==> config.mk <==
export PLATFORM = sky130hd
export DESIGN_NAME = irq_cfg_sequencer
export DESIGN_NICKNAME = d
export VERILOG_FILES = /design/src/rtl/irq_cfg_sequencer.sv
export SDC_FILE = /design/constraint.sdc
export NUM_CORES = 1
export LEC_CHECK = 0
export BUFFER_PORTS_ARGS = -buffer_cell sky130_fd_sc_hd__buf_2
export CAP_MARGIN = 10
export CORE_AREA = 2 2 90 92
export CTS_BUF_LIST = sky130_fd_sc_hd__clkbuf_8
export DETAILED_ROUTE_END_ITERATION = 8
export DIE_AREA = 0 0 92 94
export PLACE_DENSITY = 0.51
export REMOVE_ABC_BUFFERS = 1
export SLEW_MARGIN = 10
export SYNTH_ARGS = -nofsm -noshare
export SYNTH_HDL_FRONTEND = slang
export SYNTH_SLANG_ARGS = --single-unit
==> constraint.sdc <==
create_clock -name clk_i -period 3.5 [get_ports clk_i]
set_input_delay 0.525 -clock clk_i [delete_from_list [all_inputs] [get_ports clk_i]]
set_output_delay 0.525 -clock clk_i [all_outputs]
set_load 0.01 [all_outputs]
==> src/rtl/irq_cfg_sequencer.sv <==
// -----------------------------------------------------------------------------
// irq_cfg_sequencer
//
// Owns the irq_router configuration bus. MCU routing commands arrive on a
// valid/ready port and are turned into single-cycle cfg_wr_en_o writes, each
// followed by WR_GAP idle cycles. Supported commands: write one entry
// (op 00), clear all entries (op 01), load the default map (op 10).
// op 11 is reserved and rejected.
//
// Ports:
//   clk_i, rst_i        clock, synchronous active-high reset
//   cmd_valid_i         command present
//   cmd_ready_o         sequencer can accept a command
//   cmd_op_i[1:0]       00 write, 01 clear all, 10 load default, 11 reserved
//   cmd_addr_i          entry address (op 00 only)
//   cmd_data_i[7:0]     entry value {en, 000, idx[3:0]} (op 00 only)
//   cfg_wr_en_o         router write strobe
//   cfg_rd_en_o         always 0
//   cfg_addr_o          router entry address (0 when not writing)
//   cfg_wdata_o[31:0]   {24'h0, entry} (0 when not writing)
//   busy_o              command in progress
//   done_o              one-cycle pulse when a command completes
//   err_o               one-cycle pulse when a command is rejected
//   dbg_state_o[2:0]    current FSM state, for observation
//
// Handshake: a command is taken on a rising edge where cmd_valid_i and
// cmd_ready_o are both high. cmd_ready_o is high only while idle, so
// cmd_valid_i may be held high during a command; it is taken on the first
// idle cycle. The command fields are only sampled at the handshake.
//
// All outputs are registered: each output register is loaded from the
// decode of the next state, so outputs line up with the state register.
// -----------------------------------------------------------------------------
module irq_cfg_sequencer #(
    parameter int NUM_SLOTS       = 5,
    parameter int NUM_TILE_INT_CH = 2,
    parameter int NUM_CPU_INT     = 4,
    parameter int CFG_ADDR_WIDTH  = 8,
    parameter int WR_GAP          = 2
) (
    input  logic                      clk_i,
    input  logic                      rst_i,
    input  logic                      cmd_valid_i,
    output logic                      cmd_ready_o,
    input  logic [1:0]                cmd_op_i,
    input  logic [CFG_ADDR_WIDTH-1:0] cmd_addr_i,
    input  logic [7:0]                cmd_data_i,
    output logic                      cfg_wr_en_o,
    output logic                      cfg_rd_en_o,
    output logic [CFG_ADDR_WIDTH-1:0] cfg_addr_o,
    output logic [31:0]               cfg_wdata_o,
    output logic                      busy_o,
    output logic                      done_o,
    output logic                      err_o,
    output logic [2:0]                dbg_state_o
);

    localparam int INT_ENTRIES = NUM_SLOTS * NUM_TILE_INT_CH;
    localparam int TOTAL       = INT_ENTRIES + NUM_SLOTS;
    localparam int GAP_W       = (WR_GAP > 1) ? $clog2(WR_GAP) : 1;

    localparam logic [CFG_ADDR_WIDTH-1:0] TOTAL_A = CFG_ADDR_WIDTH'(TOTAL);
    localparam logic [CFG_ADDR_WIDTH-1:0] LAST_A  = CFG_ADDR_WIDTH'(TOTAL - 1);
    localparam logic [CFG_ADDR_WIDTH-1:0] INT_A   = CFG_ADDR_WIDTH'(INT_ENTRIES);
    localparam logic [GAP_W-1:0]          GAP_LAST = GAP_W'((WR_GAP > 0) ? WR_GAP - 1 : 0);

    localparam logic [1:0] OP_WRITE = 2'b00;
    localparam logic [1:0] OP_CLEAR = 2'b01;
    localparam logic [1:0] OP_RSVD  = 2'b11;

    typedef enum logic [2:0] {
        S_IDLE  = 3'd0,
        S_WRITE = 3'd1,
        S_GAP   = 3'd2,
        S_DONE  = 3'd3,
        S_ERR   = 3'd4
    } state_e;

    state_e                      state_q, state_d;
    logic [1:0]                  op_q, op_d;
    logic [7:0]                  data_q, data_d;
    logic [CFG_ADDR_WIDTH-1:0]   ptr_q, ptr_d;
    logic [GAP_W-1:0]            gap_q, gap_d;

    logic                        ready_q, ready_d;
    logic                        wr_en_q, wr_en_d;
    logic [CFG_ADDR_WIDTH-1:0]   addr_q, addr_d;
    logic [7:0]                  wdata_q, wdata_d;
    logic                        busy_q, busy_d;
    logic                        done_q, done_d;
    logic                        err_q, err_d;

    logic                        accept;
    logic                        reject;
    logic                        last_entry;

    // Value written to the router for a given op and entry index.
    // Default map: INT entries get channel index folded onto the CPU INT
    // pins, NMI entries all go to NMI pin 0. Both are enabled (bit 7).
    function automatic logic [7:0] entry_value(input logic [1:0]                op,
                                               input logic [CFG_ADDR_WIDTH-1:0] ptr,
                                               input logic [7:0]                data);
        logic [7:0] val;
        val = 8'h00;
        if (op == OP_WRITE) begin
            val = data;
        end else if (op == OP_CLEAR) begin
            val = 8'h00;
        end else if (ptr < INT_A) begin
            val = 8'h80 | {4'h0, 4'((32'(ptr) % NUM_TILE_INT_CH) % NUM_CPU_INT)};
        end else begin
            val = 8'h80;
        end
        return val;
    endfunction

    assign accept = cmd_valid_i & ready_q;
    assign reject = (cmd_op_i == OP_RSVD) ||
                    ((cmd_op_i == OP_WRITE) &&
                     ((cmd_addr_i >= TOTAL_A) || (cmd_data_i[6:4] != 3'b000)));
    // A single write always finishes after its one write; bulk ops finish
    // after the last route entry.
    assign last_entry = (op_q == OP_WRITE) || (ptr_q == LAST_A);

    always_comb begin
        state_d = state_q;
        op_d    = op_q;
        data_d  = data_q;
        ptr_d   = ptr_q;
        gap_d   = gap_q;

        case (state_q)
            S_IDLE: begin
                if (accept) begin
                    op_d   = cmd_op_i;
                    data_d = cmd_data_i;
                    ptr_d  = (cmd_op_i == OP_WRITE) ? cmd_addr_i : '0;
                    state_d = reject ? S_ERR : S_WRITE;
                end
            end
            S_WRITE: begin
                gap_d = '0;
                if (WR_GAP > 0) begin
                    state_d = S_GAP;
                end else if (last_entry) begin
                    state_d = S_DONE;
                end else begin
                    ptr_d   = ptr_q + 1'b1;
                    state_d = S_WRITE;
                end
            end
            S_GAP: begin
                if (gap_q == GAP_LAST) begin
                    if (last_entry) begin
                        state_d = S_DONE;
                    end else begin
                        ptr_d   = ptr_q + 1'b1;
                        state_d = S_WRITE;
                    end
                end else begin
                    gap_d = gap_q + 1'b1;
                end
            end
            S_DONE:  state_d = S_IDLE;
            S_ERR:   state_d = S_IDLE;
            default: state_d = S_IDLE;
        endcase

        // Output decode of the next state, registered below.
        ready_d = (state_d == S_IDLE);
        wr_en_d = (state_d == S_WRITE);
        addr_d  = wr_en_d ? ptr_d : '0;
        wdata_d = wr_en_d ? entry_value(op_d, ptr_d, data_d) : 8'h00;
        busy_d  = (state_d != S_IDLE);
        done_d  = (state_d == S_DONE);
        err_d   = (state_d == S_ERR);
    end

    always_ff @(posedge clk_i) begin
        if (rst_i) begin
            state_q <= S_IDLE;
            op_q    <= 2'b00;
            data_q  <= 8'h00;
            ptr_q   <= '0;
            gap_q   <= '0;
            ready_q <= 1'b0;
            wr_en_q <= 1'b0;
            addr_q  <= '0;
            wdata_q <= 8'h00;
            busy_q  <= 1'b0;
            done_q  <= 1'b0;
            err_q   <= 1'b0;
        end else begin
            state_q <= state_d;
            op_q    <= op_d;
            data_q  <= data_d;
            ptr_q   <= ptr_d;
            gap_q   <= gap_d;
            ready_q <= ready_d;
            wr_en_q <= wr_en_d;
            addr_q  <= addr_d;
            wdata_q <= wdata_d;
            busy_q  <= busy_d;
            done_q  <= done_d;
            err_q   <= err_d;
        end
    end

    assign cmd_ready_o = ready_q;
    assign cfg_wr_en_o = wr_en_q;
    assign cfg_rd_en_o = 1'b0;
    assign cfg_addr_o  = addr_q;
    assign cfg_wdata_o = {24'h0, wdata_q};
    assign busy_o      = busy_q;
    assign done_o      = done_q;
    assign err_o       = err_q;
    assign dbg_state_o = state_q;

endmodule

# Word-level counts from Yosys, hierarchy flattened
# Cells that the tools add are included.
# word_totals
register_bits	43
output_inout_bits	49
in_bits	21
wordCells	58
# classes
order_cmp	2
n_addsub	2
n_reduce_logical	13
bitwise_logic	2
muxes	19
n_eq_ne	8
# op_table
operator	n
two-way mux 8 bit	8
one-hot mux 8 bit (2 select lines)	1
two-way mux 3 bit	3
one-hot mux 3 bit (3 select lines)	1
adder 8 x 1 -> 8 bit (second input constant)	1
== test 8 x 4 -> 1 bit (second input constant)	1
>= comparator 8 x 4 -> 1 bit (second input constant)	1
< comparator 8 x 4 -> 1 bit (second input constant)	1
== test 3 x 1 -> 1 bit (second input constant)	2
== test 3 x 2 -> 1 bit (second input constant)	2
logical NOT 2 bit	3
logical NOT 3 bit	2
two-way mux 2 bit	3
nonzero test 3 bit	2
== test 3 bit (second input constant)	1
logical OR 1 bit	3
== test 2 x 1 -> 1 bit (second input constant)	1
== test 2 bit (second input constant)	1
two-way mux 1 bit	2
one-hot mux 1 bit (2 select lines)	1
nonzero test 2 bit	1
OR reduction 2 bit	1
adder 1 bit (second input constant)	1
bitwise AND 1 bit	1
other kinds (2)	2

# Logic depth before layout (Yosys ltp)
# depth
ltp_word	10
mapped_depth	8
mapped_depth_nobuf	8

# Least setup slack after synthesis
# OpenSTA, ideal clock, no wires.
# synth_timing
path_kind	input -> register
startpoint	input port cmd_addr_i[4]
endpoint	register wdata_q[0]
path_buffers	0
setup_slack_ns	1.350
arrival_time_ns	2.058
setup_ns	0.092
path_stages	6
t_required_ns	3.408
path_cell_list	nor4_1 -> a311oi_1 -> a211oi_4 -> nand2_1 -> or4b_1 -> o32ai_1
# synth_via
elab_chain_cells	10
word_cells_on_any_way	17
cone_classes	order compare: 2; eq/ne: 1; mux: 9; bitwise: 1; reduce/logical: 4
# synth_lines
element	line_no	rtl
start: declaration	46	input logic [CFG_ADDR_WIDTH-1:0] cmd_addr_i,
>= comparator 8 x 4 -> 1 bit	120	((cmd_addr_i >= TOTAL_A) || (cmd_data_i[6:4] != 3'b000)));
logical OR 1 bit	120	
logical AND 1 bit	119	((cmd_op_i == OP_WRITE) &&
logical OR 1 bit	118	assign reject = (cmd_op_i == OP_RSVD) ||
two-way mux 3 bit	138	state_d = reject ? S_ERR : S_WRITE;
two-way mux 3 bit	134	if (accept) begin
one-hot mux 3 bit (3 select lines)	132	case (state_q)
== test 3 x 1 -> 1 bit	171	wr_en_d = (state_d == S_WRITE);
inverter 1 bit (no line)	-	
OR reduction 2 bit (no line)	-	
end signal: assignment	202	wdata_q <= wdata_d;
end: declaration	88	logic [7:0] wdata_q, wdata_d;
# Several ways; a longest one is shown, not always the timed one.
# A chain may end at the register's enable or synchronous reset.

# Worst setup path after layout
# layout_timing
startpoint	register state_q[1] (netlist: dbg_state_o[1])
endpoint	register wdata_q[0]
# layout_via
elab_chain_cells	6
word_cells_on_any_way	18
cone_classes	order compare: 1; eq/ne: 4; mux: 9; bitwise: 1; reduce/logical: 3
# layout_lines
element	line_no	rtl
start: declaration	79	state_e state_q, state_d;
start signal: assignment	194	state_q <= state_d;
== test 3 x 2 -> 1 bit or logical NOT 3 bit (tied branches)	132	
one-hot mux 8 bit (2 select lines)	132	
< comparator 8 x 4 -> 1 bit	109	end else if (ptr < INT_A) begin
two-way mux 1 bit	109	
two-way mux 8 bit	107	end else if (op == OP_CLEAR) begin
two-way mux 8 bit	105	if (op == OP_WRITE) begin
# Several ways; a longest one is shown, not always the timed one.

==> metrics.log <==
INFO  metric clock_tree.buffer_depth = 2
INFO  metric layoutNonFillerInstCount = 354
INFO  metric fin_crit = 2.89 ns
INFO  metric worst_path_largest_cell_delay = 0.64 ns
INFO  metric grt_remaining_overflow = 0
INFO  metric nets = about 270
INFO  metric fin_hold_ws = 0.453 ns
INFO  metric antenna_violations_before_repair = 0
INFO  metric crit-reg2reg-capture = wdata_q[0]
INFO  metric cts-hold-fix-buffers = 0
INFO  metric synth_top_cells_by_area = sky130_fd_sc_hd__dfxtp_1 43%, sky130_fd_sc_hd__buf_4 10%, sky130_fd_sc_hd__nor2_1 6.6%
INFO  metric final_common_cell = sky130_fd_sc_hd__buf_2
INFO  metric finish.utilization = 29.1%
INFO  metric area_delta_synth_final = 18.6%
INFO  metric post_cts.resized_instances = 0
INFO  metric clock-root-buffer = sky130_fd_sc_hd__clkbuf_8
INFO  metric starting_drt_drc_count = 101
INFO  metric worstHoldPathCells = 2
INFO  metric place_hpwl = about 3.5 mm
INFO  metric routed_wire_length_per_instance = 13.3 um
INFO  metric drcViolationCount = 0
INFO  metric setup_repair_after_global_routing_missed_its_margin = no
INFO  metric synth_top_family_by_area = simple AND/OR/NAND/NOR gates
INFO  metric row_count = 32
INFO  metric synth_compound_area_share = 17.1%
INFO  metric number_of_sinks_handled_by_clock_tree_synthesis = 40
INFO  metric multiInputGateArea = 940 um^2
INFO  metric synthesis.instances = roughly 200
INFO  metric die-area = 8650 um^2
INFO  metric drtPass1Iterations = 4
INFO  metric timing.rr.start = dbg_state_o[1]
INFO  metric finalCritPeriodShare = roughly 83%
INFO  metric final.setup_skew = roughly 0.011 ns
INFO  metric detail-route-antenna-nets = 0
INFO  metric synth_area_per_cell = 9.11 um^2
INFO  metric ff_latch_area = 801 um^2
INFO  metric synth_top_cell_by_area = sky130_fd_sc_hd__dfxtp_1
INFO  metric cts_made_buffers = 5
INFO  metric slew-limit-headroom = 59.6%
INFO  metric cts_tree = built
INFO  metric num_antenna_cells = 0
INFO  metric placement.cell_area = 2100 um^2
INFO  metric peak_supply_drop = 0.163 mV
INFO  metric layout_cell_share_with_drive_strength_beyond_1 = between 20% and 30%
INFO  metric synth_top_flop_cell = sky130_fd_sc_hd__dfxtp_1
INFO  metric routed-via-count = between 1500 and 2000
INFO  metric placeableCoreArea = 7610 um^2
INFO  metric synth_cell_types = 47
INFO  metric worst-r2r-cell-count = 6
INFO  metric basic_gate_share_of_the_synthesized_area_counting_and_or_nand_and_nor_cells = between 20% and 30%
INFO  metric max_slew.worst_pin.slew = 0.601 ns
INFO  metric holdCritPathClass = reg -> reg
INFO  metric ioPinCount = 70
INFO  metric grt_max_degree = 23
INFO  metric groute.usage.overall = 11.2%
INFO  metric portion_of_synthesized_cell_area_occupied_by_the_leading_cell_type = 42.9%
INFO  metric worst-setup-path-type = reg -> reg
INFO  metric drv_cap = 0
INFO  metric p_per_area = approximately 440 nW/um^2
INFO  metric worstSkewPairLatency = 0.30 ns
INFO  metric async_reset_ff_share = 0%
INFO  metric totalNegativeSetupSlack = 0 ns
INFO  metric cts-htree-levels = 2
INFO  metric hold_path_startpoint = data_q[0]
INFO  metric postLayoutCellArea = approximately 2200 um^2
INFO  metric yosys.area_share.xor_xnor = 0.469%
INFO  metric critical_path_peak_fanout = 15
INFO  metric place.gp.congestion = 0.764
INFO  metric ys_seq_area_share = between 40% and 50%
INFO  metric crit_required = about 3.7 ns
INFO  metric timing.critical_path.from_type = flop
INFO  metric first_pass_grt_wire_length = 7.48 mm
INFO  metric synth_edf_count = 0
INFO  metric worst_setup_path_end_kind = flop
INFO  metric finalSetupViolations = 0
INFO  metric crit_buf_inv = 0
INFO  metric hold_path_end = data_q[0]
INFO  metric routed_wl = 4.70 mm
INFO  metric place.port_buffers = 44
INFO  metric clk_pin_slew_worst_paths = roughly 0.09 ns
INFO  metric die_h = 94 um
INFO  metric syn_area = between 1500 and 2000 um^2
INFO  metric chipWidth = 92 um
INFO  metric worst_ep_arrival_time = 3.11 ns
INFO  metric synth_mux_area_share = 3.22%
INFO  metric run_status = finished, final reports clean
INFO  metric fill_cell_count = 838
INFO  metric grt_pass1_vias = between 1000 and 1500
INFO  metric cpLargestDelayFamily = simple AND/OR/NAND/NOR gates
INFO  metric final_cell_mix = 44 x sky130_fd_sc_hd__buf_2, 40 x sky130_fd_sc_hd__dfxtp_1, 33 x sky130_fd_sc_hd__nor2_1
INFO  metric via_per_inst = 4.25
INFO  metric crit_path_cells = nor3b_2 -> o2bb2a_4 -> a211oi_4 -> nand2_1 -> or4b_1 -> o32ai_1
INFO  metric synth-adder-area-share = 1.34%
INFO  metric slew_viol_final = 0
INFO  metric dpl.cell_count = 346
INFO  metric final_hold_fails = 0
INFO  metric post_cts.repair.setup_buffers = 0
INFO  metric p_leak = 0.920 nW
INFO  metric ff2ff_setup_slack = 0.61 ns
INFO  metric ys_ff_latch = 40
INFO  metric timing.critical_path.slowest_stage_cell = sky130_fd_sc_hd__dfxtp_1
INFO  metric synthesis.yosys.warnings = 0
INFO  metric max_freq = 346 MHz
INFO  metric start_util = 24.5%
[report_power, final]
group	switching [mW]	total [mW]	internal (mW)
Clock	0.172	0.383	0.211
Sequential	0.0130	0.482	0.469
Combinational	0.0682	0.106	0.0380
Total	0.253	0.971	0.718
[synth_stat cells, types with 2 or more instances]
master / number
sky130_fd_sc_hd__nor3_1: 6
sky130_fd_sc_hd__a21o_1: 2
sky130_fd_sc_hd__a21oi_1: 10
sky130_fd_sc_hd__o211ai_1: 2
sky130_fd_sc_hd__clkbuf_1: 5
sky130_fd_sc_hd__nor3b_2: 2
sky130_fd_sc_hd__nand4_1: 3
sky130_fd_sc_hd__a211oi_1: 4
sky130_fd_sc_hd__a21boi_0: 2
sky130_fd_sc_hd__a31oi_1: 4
sky130_fd_sc_hd__mux2i_1: 6
sky130_fd_sc_hd__a211oi_4: 2
sky130_fd_sc_hd__nor4_1: 2
sky130_fd_sc_hd__buf_4: 25
sky130_fd_sc_hd__nor2_1: 33
sky130_fd_sc_hd__nand2_1: 12
sky130_fd_sc_hd__nand3b_1: 3
sky130_fd_sc_hd__inv_1: 2
sky130_fd_sc_hd__buf_2: 2
sky130_fd_sc_hd__o21ai_0: 6
sky130_fd_sc_hd__nor2b_1: 3
sky130_fd_sc_hd__ha_1: 2
sky130_fd_sc_hd__dfxtp_1: 40
sky130_fd_sc_hd__nand3_1: 4
[state kept, by name, summed over array words and instances (netlist names)]
| name | flops |
|---|---|
| gap_q | 1 |
| err_o | 1 |
| data_q | 5 |
| cmd_ready_o | 1 |
| dbg_state_o | 3 |
| ptr_q | 8 |
| done_o | 1 |
| busy_o | 1 |
| cfg_addr_o | 8 |
| op_q | 2 |
| cfg_wr_en_o | 1 |
| wdata_q | 8 |
[how the worst max path moves through the flow]
stage	startpoint	to	slack (ns)	cells past startpoint
global route	dbg_state_o[1]	wdata_q[0]	0.42	6
finish	dbg_state_o[1]	wdata_q[0]	0.61	6
CTS	dbg_state_o[1]	wdata_q[0]	0.59	6
floorplan	dbg_state_o[1]	wdata_q[0]	1.01	6
detailed placement	dbg_state_o[1]	wdata_q[0]	0.58	6
global placement	dbg_state_o[1]	wdata_q[0]	0.78	6
[cell families after synthesis]
group	after synthesis
simple gates	78
flops	40
compound gates	42
mux	6
buf+inv	35
xor+xnor	1
fa+ha+maj	2
other cells	1
[cell type report]
class | count | area share [%]
flip-flops and latches | 40 | 36.2
well taps | 102 | 5.76
repair buffers | 45 | 10.3
clock buffers | 5 | 3.11
multi-input cells | 157 | 42.4
clock inverters | 3 | 1.92
inverters | 2 | 0.339
[stage by stage]
stage | power (mW) | setup WS (ns)
6_report | 0.971 | 0.607
5_1_grt | 1.02 | 0.419
4_1_cts | 0.986 | 0.585
3_5_place_dp | 0.599 | 0.584
3_3_place_gp | 0.599 | 0.781
2_1_floorplan | 0.554 | 1.01
[worst min-delay path, stage by stage (launching register included)]
cell,delay [ns]
sky130_fd_sc_hd__dfxtp_1,0.31
sky130_fd_sc_hd__nand2_1,0.05
sky130_fd_sc_hd__a21oi_1,0.05
[metal layers]
metal | wire length, um | track usage (%) | share of wire (%)
met2 | 2250 | 18.5 | 48
met1 | 2140 | 14.4 | 45
met3 | 249 | 2.33 | 5.3
met4 | 66 | 4.48 | 1.4
met5 | 0 | 0 | 0
Power figures use the tool's default switching activity.
